==> src/rtl/uart_rx.sv <==
// uart_rx: 8N1 LSB-first UART receiver with oversampling tick counter, valid/ready byte output,
// framing and overrun pulses. Define UART_RX_MAJORITY_EN for 2-of-3 majority bit decisions.
module uart_rx #(
    parameter int CLOCK_FREQUENCY = 1_000_000,
    parameter int BAUD_RATE       = 9600,
    parameter int OVERSAMPLE      = 16
) (
    input  logic       Clk,
    input  logic       Reset,
    input  logic       RxWire,
    output logic [7:0] RxDataOutput,
    output logic       RxValid,
    input  logic       RxReady,
    output logic       RxBusy,
    output logic       RxFrameError,
    output logic       RxOverrun,
    output logic [2:0] dbg_state
);

    localparam int TICK_DIV = CLOCK_FREQUENCY / (BAUD_RATE * OVERSAMPLE);
    localparam int DIV_W    = (TICK_DIV > 1) ? $clog2(TICK_DIV) : 1;
    localparam int OS_W     = $clog2(OVERSAMPLE);

    localparam logic [DIV_W-1:0] DIV_LAST = DIV_W'(TICK_DIV - 1);
    localparam logic [OS_W-1:0]  OS_LAST  = OS_W'(OVERSAMPLE - 1);
    localparam logic [OS_W-1:0]  OS_MID   = OS_W'(OVERSAMPLE / 2);

`ifdef UART_RX_MAJORITY_EN
    localparam logic [OS_W-1:0]  OS_EARLY   = OS_W'(OVERSAMPLE / 2 - 1);
    localparam logic [OS_W-1:0]  SAMPLE_IDX = OS_W'(OVERSAMPLE / 2 + 1);
`else
    localparam logic [OS_W-1:0]  SAMPLE_IDX = OS_MID;
`endif

    typedef enum logic [2:0] {
        S_IDLE  = 3'd0,
        S_START = 3'd1,
        S_DATA  = 3'd2,
        S_STOP  = 3'd3,
        S_WAIT  = 3'd4
    } state_t;

    state_t           state_q, state_d;
    logic             sync1_q, sync1_d;
    logic             sync2_q, sync2_d;
    logic             prev_q, prev_d;
    logic [DIV_W-1:0] div_q, div_d;
    logic [OS_W-1:0]  os_q, os_d;
    logic [2:0]       bit_idx_q, bit_idx_d;
    logic [7:0]       shift_q, shift_d;
    logic [7:0]       data_q, data_d;
    logic             valid_q, valid_d;
    logic             frame_err_q, frame_err_d;
    logic             overrun_q, overrun_d;
`ifdef UART_RX_MAJORITY_EN
    logic             samp_a_q, samp_a_d;
    logic             samp_b_q, samp_b_d;
`endif

    logic line;
    logic fall;
    logic tick;
    logic sample_evt;
    logic bit_val;
    logic deliver;

    always_ff @(posedge Clk or negedge Reset) begin
        if (!Reset) begin
            state_q     <= S_IDLE;
            sync1_q     <= 1'b1;
            sync2_q     <= 1'b1;
            prev_q      <= 1'b1;
            div_q       <= '0;
            os_q        <= '0;
            bit_idx_q   <= '0;
            shift_q     <= '0;
            data_q      <= '0;
            valid_q     <= 1'b0;
            frame_err_q <= 1'b0;
            overrun_q   <= 1'b0;
`ifdef UART_RX_MAJORITY_EN
            samp_a_q    <= 1'b1;
            samp_b_q    <= 1'b1;
`endif
        end else begin
            state_q     <= state_d;
            sync1_q     <= sync1_d;
            sync2_q     <= sync2_d;
            prev_q      <= prev_d;
            div_q       <= div_d;
            os_q        <= os_d;
            bit_idx_q   <= bit_idx_d;
            shift_q     <= shift_d;
            data_q      <= data_d;
            valid_q     <= valid_d;
            frame_err_q <= frame_err_d;
            overrun_q   <= overrun_d;
`ifdef UART_RX_MAJORITY_EN
            samp_a_q    <= samp_a_d;
            samp_b_q    <= samp_b_d;
`endif
        end
    end

    // Output handshake: a byte transfers on the posedge where RxValid & RxReady are both 1;
    // RxValid then drops unless a new byte lands in that same cycle. RxReady is ignored while
    // RxValid is 0, and RxDataOutput is stable for as long as RxValid is held.
    always_comb begin
        line       = sync2_q;
        fall       = prev_q & ~sync2_q;
        tick       = (div_q == DIV_LAST);
        sample_evt = tick && (os_q == SAMPLE_IDX);

        sync1_d = RxWire;
        sync2_d = sync1_q;
        prev_d  = sync2_q;

        div_d = tick ? '0 : div_q + 1'b1;
        if (tick) begin
            os_d = (os_q == OS_LAST) ? '0 : os_q + 1'b1;
        end else begin
            os_d = os_q;
        end

`ifdef UART_RX_MAJORITY_EN
        samp_a_d = (tick && (os_q == OS_EARLY)) ? line : samp_a_q;
        samp_b_d = (tick && (os_q == OS_MID))   ? line : samp_b_q;
        bit_val  = (samp_a_q & samp_b_q) | (samp_a_q & line) | (samp_b_q & line);
`else
        bit_val  = line;
`endif

        state_d     = state_q;
        bit_idx_d   = bit_idx_q;
        shift_d     = shift_q;
        data_d      = data_q;
        valid_d     = valid_q & ~RxReady;
        frame_err_d = 1'b0;
        overrun_d   = 1'b0;
        deliver     = 1'b0;

        case (state_q)
            S_IDLE: begin
                if (fall) begin
                    state_d = S_START;
                    div_d   = '0;
                    os_d    = '0;
                end
            end
            S_START: begin
                if (sample_evt) begin
                    if (!bit_val) begin
                        state_d   = S_DATA;
                        bit_idx_d = '0;
                    end else begin
                        state_d   = S_IDLE;
                    end
                end
            end
            S_DATA: begin
                if (sample_evt) begin
                    shift_d   = {bit_val, shift_q[7:1]};
                    bit_idx_d = bit_idx_q + 3'd1;
                    if (bit_idx_q == 3'd7) begin
                        state_d = S_STOP;
                    end
                end
            end
            S_STOP: begin
                // Leaving at mid stop bit lets the next start edge be seen early.
                if (sample_evt) begin
                    if (bit_val) begin
                        state_d = S_IDLE;
                        deliver = 1'b1;
                    end else begin
                        state_d     = S_WAIT;
                        frame_err_d = 1'b1;
                    end
                end
            end
            S_WAIT: begin
                if (line) begin
                    state_d = S_IDLE;
                end
            end
            default: begin
                state_d = S_IDLE;
            end
        endcase

        if (deliver) begin
            if (valid_q && !RxReady) begin
                overrun_d = 1'b1;
            end else begin
                data_d  = shift_q;
                valid_d = 1'b1;
            end
        end
    end

    assign RxDataOutput = data_q;
    assign RxValid      = valid_q;
    assign RxBusy       = (state_q != S_IDLE);
    assign RxFrameError = frame_err_q;
    assign RxOverrun    = overrun_q;
    assign dbg_state    = state_q;

endmodule

==> config.mk <==
export PLATFORM = sky130hd
export DESIGN_NAME = uart_rx
export DESIGN_NICKNAME = d
export VERILOG_FILES = /design/src/rtl/uart_rx.sv
export SDC_FILE = /design/constraint.sdc
export NUM_CORES = 1
export LEC_CHECK = 0
export CAP_MARGIN = 5
export CELL_PAD_IN_SITES_DETAIL_PLACEMENT = 0
export CELL_PAD_IN_SITES_GLOBAL_PLACEMENT = 2
export CORE_MARGIN = 2
export CORE_UTILIZATION = 40
export CTS_CLUSTER_SIZE = 14
export DETAILED_ROUTE_END_ITERATION = 16
export PLACE_DENSITY_LB_ADDON = 0.1
export SLEW_MARGIN = 20
export SYNTH_ARGS = -nofsm -noshare
export SYNTH_HDL_FRONTEND = slang
export SYNTH_SLANG_ARGS = --single-unit
==> constraint.sdc <==
create_clock -name Clk -period 2.56 [get_ports Clk]
set_input_delay 0.256 -clock Clk [delete_from_list [all_inputs] [get_ports Clk]]
set_output_delay 0.256 -clock Clk [all_outputs]
set_load 0.02 [all_outputs]
Word-level counts from Yosys, hierarchy flattened
Cells that the tools add are included.
W data, S select, Z words.
{"block": "op_classes", "addsub": 3, "n_bitwise": 5, "reduce_logical": 10, "muxes": 30, "n_eq_ne": 15}
{"op": "$mux W3", "count": 13}
{"op": "$mux W4", "count": 4}
{"op": "$pmux W3 S5", "count": 1}
{"op": "$ne A2 B2 Y1 const B", "count": 7}
{"op": "$mux W1", "count": 10}
{"op": "$eq A3 B3 Y1 const B", "count": 3}
{"op": "$eq A4 B4 Y1 const B", "count": 2}
{"op": "$add A3 B1 Y3 const B", "count": 2}
{"op": "$eq A3 B2 Y1 const B", "count": 2}
{"op": "$pmux W3 S2", "count": 1}
{"op": "$reduce_and A6 Y1", "count": 1}
{"op": "$add A4 B1 Y4 const B", "count": 1}
{"op": "$reduce_and A2 Y1", "count": 2}
{"op": "$reduce_and A4 Y1", "count": 1}
{"op": "$eq A3 B1 Y1 const B", "count": 1}
{"op": "$logic_not A3 Y1", "count": 1}
{"op": "$not A1 Y1", "count": 3}
{"op": "$reduce_bool A3 Y1", "count": 1}
{"op": "$and A1 B1 Y1", "count": 2}
{"op": "$logic_and A1 B1 Y1", "count": 2}
{"op": "$mux W2", "count": 1}
{"op": "$reduce_bool A2 Y1", "count": 1}
{"op": "$logic_not A1 Y1", "count": 1}
{"block": "word_totals", "wordCells": 75, "out_inout_bits": 15, "reg_bits": 35}

Longest topological paths before layout
{"block": "depth", "word_depth": 5, "mapped_depth": 7, "ltp_nobuf": 6}

Worst setup path before layout
OpenSTA, ideal clock, no wires.
{"block": "synth_path", "kind": "register -> register", "startpoint": "reg os_q[0]", "endpoint": "reg data_q[0], in the netlist RxDataOutput[0]", "setup_time_ps": 125, "path_stages_with_launch": 8, "path_buffers": 1, "period_less_slack_ps": 1755, "setup_slack_ps": 805, "t_arrival_ps": 1630, "cell_sequence": "dfrtp_1 > inv_1 > ha_1 > and4b_1 > nand4_1 > nor2b_1 > buf_2 > mux2_2"}
{"block": "synth_between", "elab_chain_len": 5}
{"item": "from (decl)", "line_no": "48", "text": "logic [OS_W-1:0] os_q, os_d;"}
{"item": "from (signal assigned)", "line_no": "91", "text": "os_q <= os_d;"}
{"item": "$eq A4 B4 Y1", "line_no": "112", "text": "sample_evt = tick && (os_q == SAMPLE_IDX);"}
{"item": "$logic_and A1 B1 Y1", "line_no": "112"}
{"item": "$mux W1", "line_no": "171", "text": "if (sample_evt) begin"}
{"item": "$mux W1", "line_no": "142", "text": "case (state_q)"}
{"item": "$reduce_and A2 Y1 (no source line)"}
{"item": "to (signal assigned)", "line_no": "94", "text": "data_q <= data_d;"}
{"item": "to (decl)", "line_no": "51", "text": "logic [7:0] data_q, data_d;"}
Every way passes these cells.
A chain may end at the register's enable or synchronous reset.

Worst setup path in the final report
{"block": "layout_path", "startpoint": "reg div_q[1]", "endpoint": "reg shift_q[0]"}
{"block": "layout_between", "elab_chain_len": 3}
{"item": "from (decl)", "line_no": "47", "text": "logic [DIV_W-1:0] div_q, div_d;"}
{"item": "from (signal assigned)", "line_no": "90", "text": "div_q <= div_d;"}
{"item": "$eq A3 B3 Y1", "line_no": "111", "text": "tick = (div_q == DIV_LAST);"}
{"item": "$logic_and A1 B1 Y1", "line_no": "112"}
{"item": "$reduce_and A2 Y1 (no source line)"}
{"item": "to (signal assigned)", "line_no": "93", "text": "shift_q <= shift_d;"}
{"item": "to (decl)", "line_no": "50", "text": "logic [7:0] shift_q, shift_d;"}
Every way passes these cells.

==> reports/metrics.cfg <==
[outcome]
status=finished, final reports clean

[sta]
setup_viol_count_final=0
max_freq_ghz=0.488
tightest_slew_ns=0.454
finalSetupTns_ns=0
relSlewSlack_pct=69.6
hold_violations=0
holdWs_ns=0.358
post-route-period-util_pct=80.0
finalCriticalPeriod_ns=2.05
finalClockSkew_ns=0.00691
finalMaxSlewViolations=0
rsz0062_at_grt=false

[synth]
postSynthAreaPerCell_sq_um=13.0
synth_nets=124
syn_area_sq_mm=0.00150
yosys_warnings=0
synth_cell_types=28
synth_area_leaders=dfrtp_1, mux2_2, dfstp_2
synth_edf_count=0
synth_top_area_share_pct=53.2
synth_ff_type=dfrtp_1
syn_inst=116
synth_seq_cells=35
yosysSeqAreaShare_pct=58.5
ys_async_sr_fraction_pct=100
yosys.area.top_type=dfrtp_1

[critical_path]
crit_type=reg -> reg
start_kind=register
slowest_stage=and3b_1
max_stage_delay_ns=0.43
worstPathRequired_ns=2.73
path_cells=and3b_1 -> nand4b_4 -> nor4b_4 -> buf_4 -> mux2_2
crit_arrival_ns=2.22
cp-end-kind=register
critPathMaxFanout=9

[detailed_routing]
drt-total-wl_microns=2500
detail-route-antenna-nets=0
vias=934
post-route-drc-count=0
avgRoutedWirePerCell_microns=13.2
first_pass_iters=4
dr.first_iter.drc_count=21
avgViaCountPerCell=4.94

[clock_tree]
clock_sinks=35
clk_latency_ns=0.29
path_clk_slew_ns=0.07
hold_buffers=0
cts_made_buffers=5
root_buffer=clkbuf_8
cts.path.max_buffers=2
cts_resized=0
cts_tree=yes
h-tree-depth=2
post_cts_buffers=0

[floorplanning]
die_w_microns=65.3
rows=22
num_io_pins=19
die_h_microns=65.3
core_sq_mm=0.00363
start_util_pct=41.4
die_area_sq_mm=0.00427

[cells_and_area]
antenna_cells=0
fillers=346
area_growth_pct=20.3
final_util_pct=49.8
drive_gt1_share_pct=25.5
nets=148

[worst_hold_path]
min_path_type=reg -> reg

[placed_design]
gp_congestion=0.786
hpwl_microns=1770
io_buffers=18

[pwr]
p_leak_nw=0.874
powerDensity_mw_per_mm2=659
ir_drop_v=0.000404

[global_routing]
antenna_found_initial=0
grt_pass1_vias=976
grt_overflow_total=0
grt_usage_pct=14.0
grt_pass1_wl_microns=4420
grt_max_degree=36

[job]
maxCapViolations=0

worst paths after layout:
kind                                     from                      to  slack [ns]  cells after the start
setup / recovery           div_q[1]$_DFF_PN0_  shift_q[0]$_DFFE_PN0P_        0.51                      5
hold / removal              sync1_q$_DFF_PN1_       bit_val$_DFF_PN1_        0.36                      0
setup reg to reg           div_q[1]$_DFF_PN0_  shift_q[0]$_DFFE_PN0P_        0.51                      5
hold reg to reg             sync1_q$_DFF_PN1_       bit_val$_DFF_PN1_        0.36                      0
max in group asynchronous               Reset       sync1_q$_DFF_PN1_        1.84                      2
min in group asynchronous               Reset       os_q[3]$_DFF_PN0_        0.37                      2
metrics by stage:
| step | power, mW | std cells | worst slack [ns] | instance area (sq um) |
|---|---|---|---|---|
| floorplan | 0.786 | 116 | 0.805 | 1500 |
| global placement | 0.819 | 181 | 0.553 | 1730 |
| detailed placement | 0.827 | 181 | 0.506 | 1730 |
| CTS | 1.21 | 189 | 0.496 | 1810 |
| global route | 1.27 | 189 | 0.337 | 1810 |
| finish | 1.19 | 189 | 0.511 | 1810 |
cells by family after synthesis:
kind of cell | synth area share [%]
AO/OA/AOI/OAI | 5.16
XOR/XNOR | 0.582
adder cells (fa/ha/maj) | 3.33
buffers and inverters | 3.58
flip-flops | 58.5
multiplexers | 14.1
AND/OR/NAND/NOR | 14.8
cells in the final DEF (no fill, tap or decap):
master	n
o221a_2	1
mux2i_1	2
and2_2	1
inv_1	4
and3b_1	1
dfstp_2	3
a31oi_1	1
a21oi_1	7
nor3_1	2
mux2_2	17
buf_4	3
nand2_1	7
nor2_1	15
nand2b_1	2
nand4b_4	1
o21ai_0	1
a22o_2	2
and4b_1	1
nand4_1	1
nor2b_1	2
clkbuf_1	2
or4_1	1
or3_4	1
ha_1	4
clkinv_2	1
xor2_1	1
nor4b_4	1
or3_1	1
clkdlybuf4s50_1	18
clkbuf_8	5
dfrtp_1	32
area by class of cell:
type	count	area, sq um	share of cell area [%]
flip-flops and latches	35	880	48.6
multi-input cells	73	571	31.5
repair buffers	21	203	11.2
clock buffers	7	76.3	4.22
well taps	48	60.1	3.32
inverters	4	15.0	0.830
clock inverters	1	5.00	0.277
cell usage after synthesis, drive strengths merged (3+ instances only):
| cell type | number |
|---|---|
| mux2 | 17 |
| nand2 | 7 |
| buf | 4 |
| dfrtp | 32 |
| inv | 4 |
| a21oi | 7 |
| ha | 4 |
| dfstp | 3 |
| nor2 | 15 |
routing by layer:
| metal | up-vias | track usage [%] | wire length (microns) |
|---|---|---|---|
| li1 | 447 | - | - |
| met1 | 460 | 18.7 | 1220 |
| met2 | 21 | 20.3 | 1120 |
| met3 | 6 | 5.14 | 108 |
| met4 | 0 | 6.25 | 48 |
| met5 | - | 0 | 0 |
flip-flops by register name, summed over array words and instances, names as in the netlist:
| name | cells |
|---|---|
| RxDataOutput | 8 |
| shift_q | 8 |
| os_q | 4 |
| bit_idx_q | 3 |
| dbg_state | 3 |
| div_q | 3 |
| RxFrameError | 1 |
| RxOverrun | 1 |
| RxValid | 1 |
| bit_val | 1 |
| prev_q | 1 |
| sync1_q | 1 |
where the power goes:
group          internal [mW]  switching [mW]
sequential             0.600          0.0482
combinational         0.0726          0.0936
clock                  0.191           0.186
critical path: cells and delay by family, from the launching register on:
| kind | cells | cell delay (ns) |
|---|---|---|
| simple gates | 3 | 0.97 |
| mux | 1 | 0.34 |
| buf+inv | 1 | 0.23 |
| flops | 1 | 0.40 |
No activity file was read; power rests on OpenSTA's default activity.
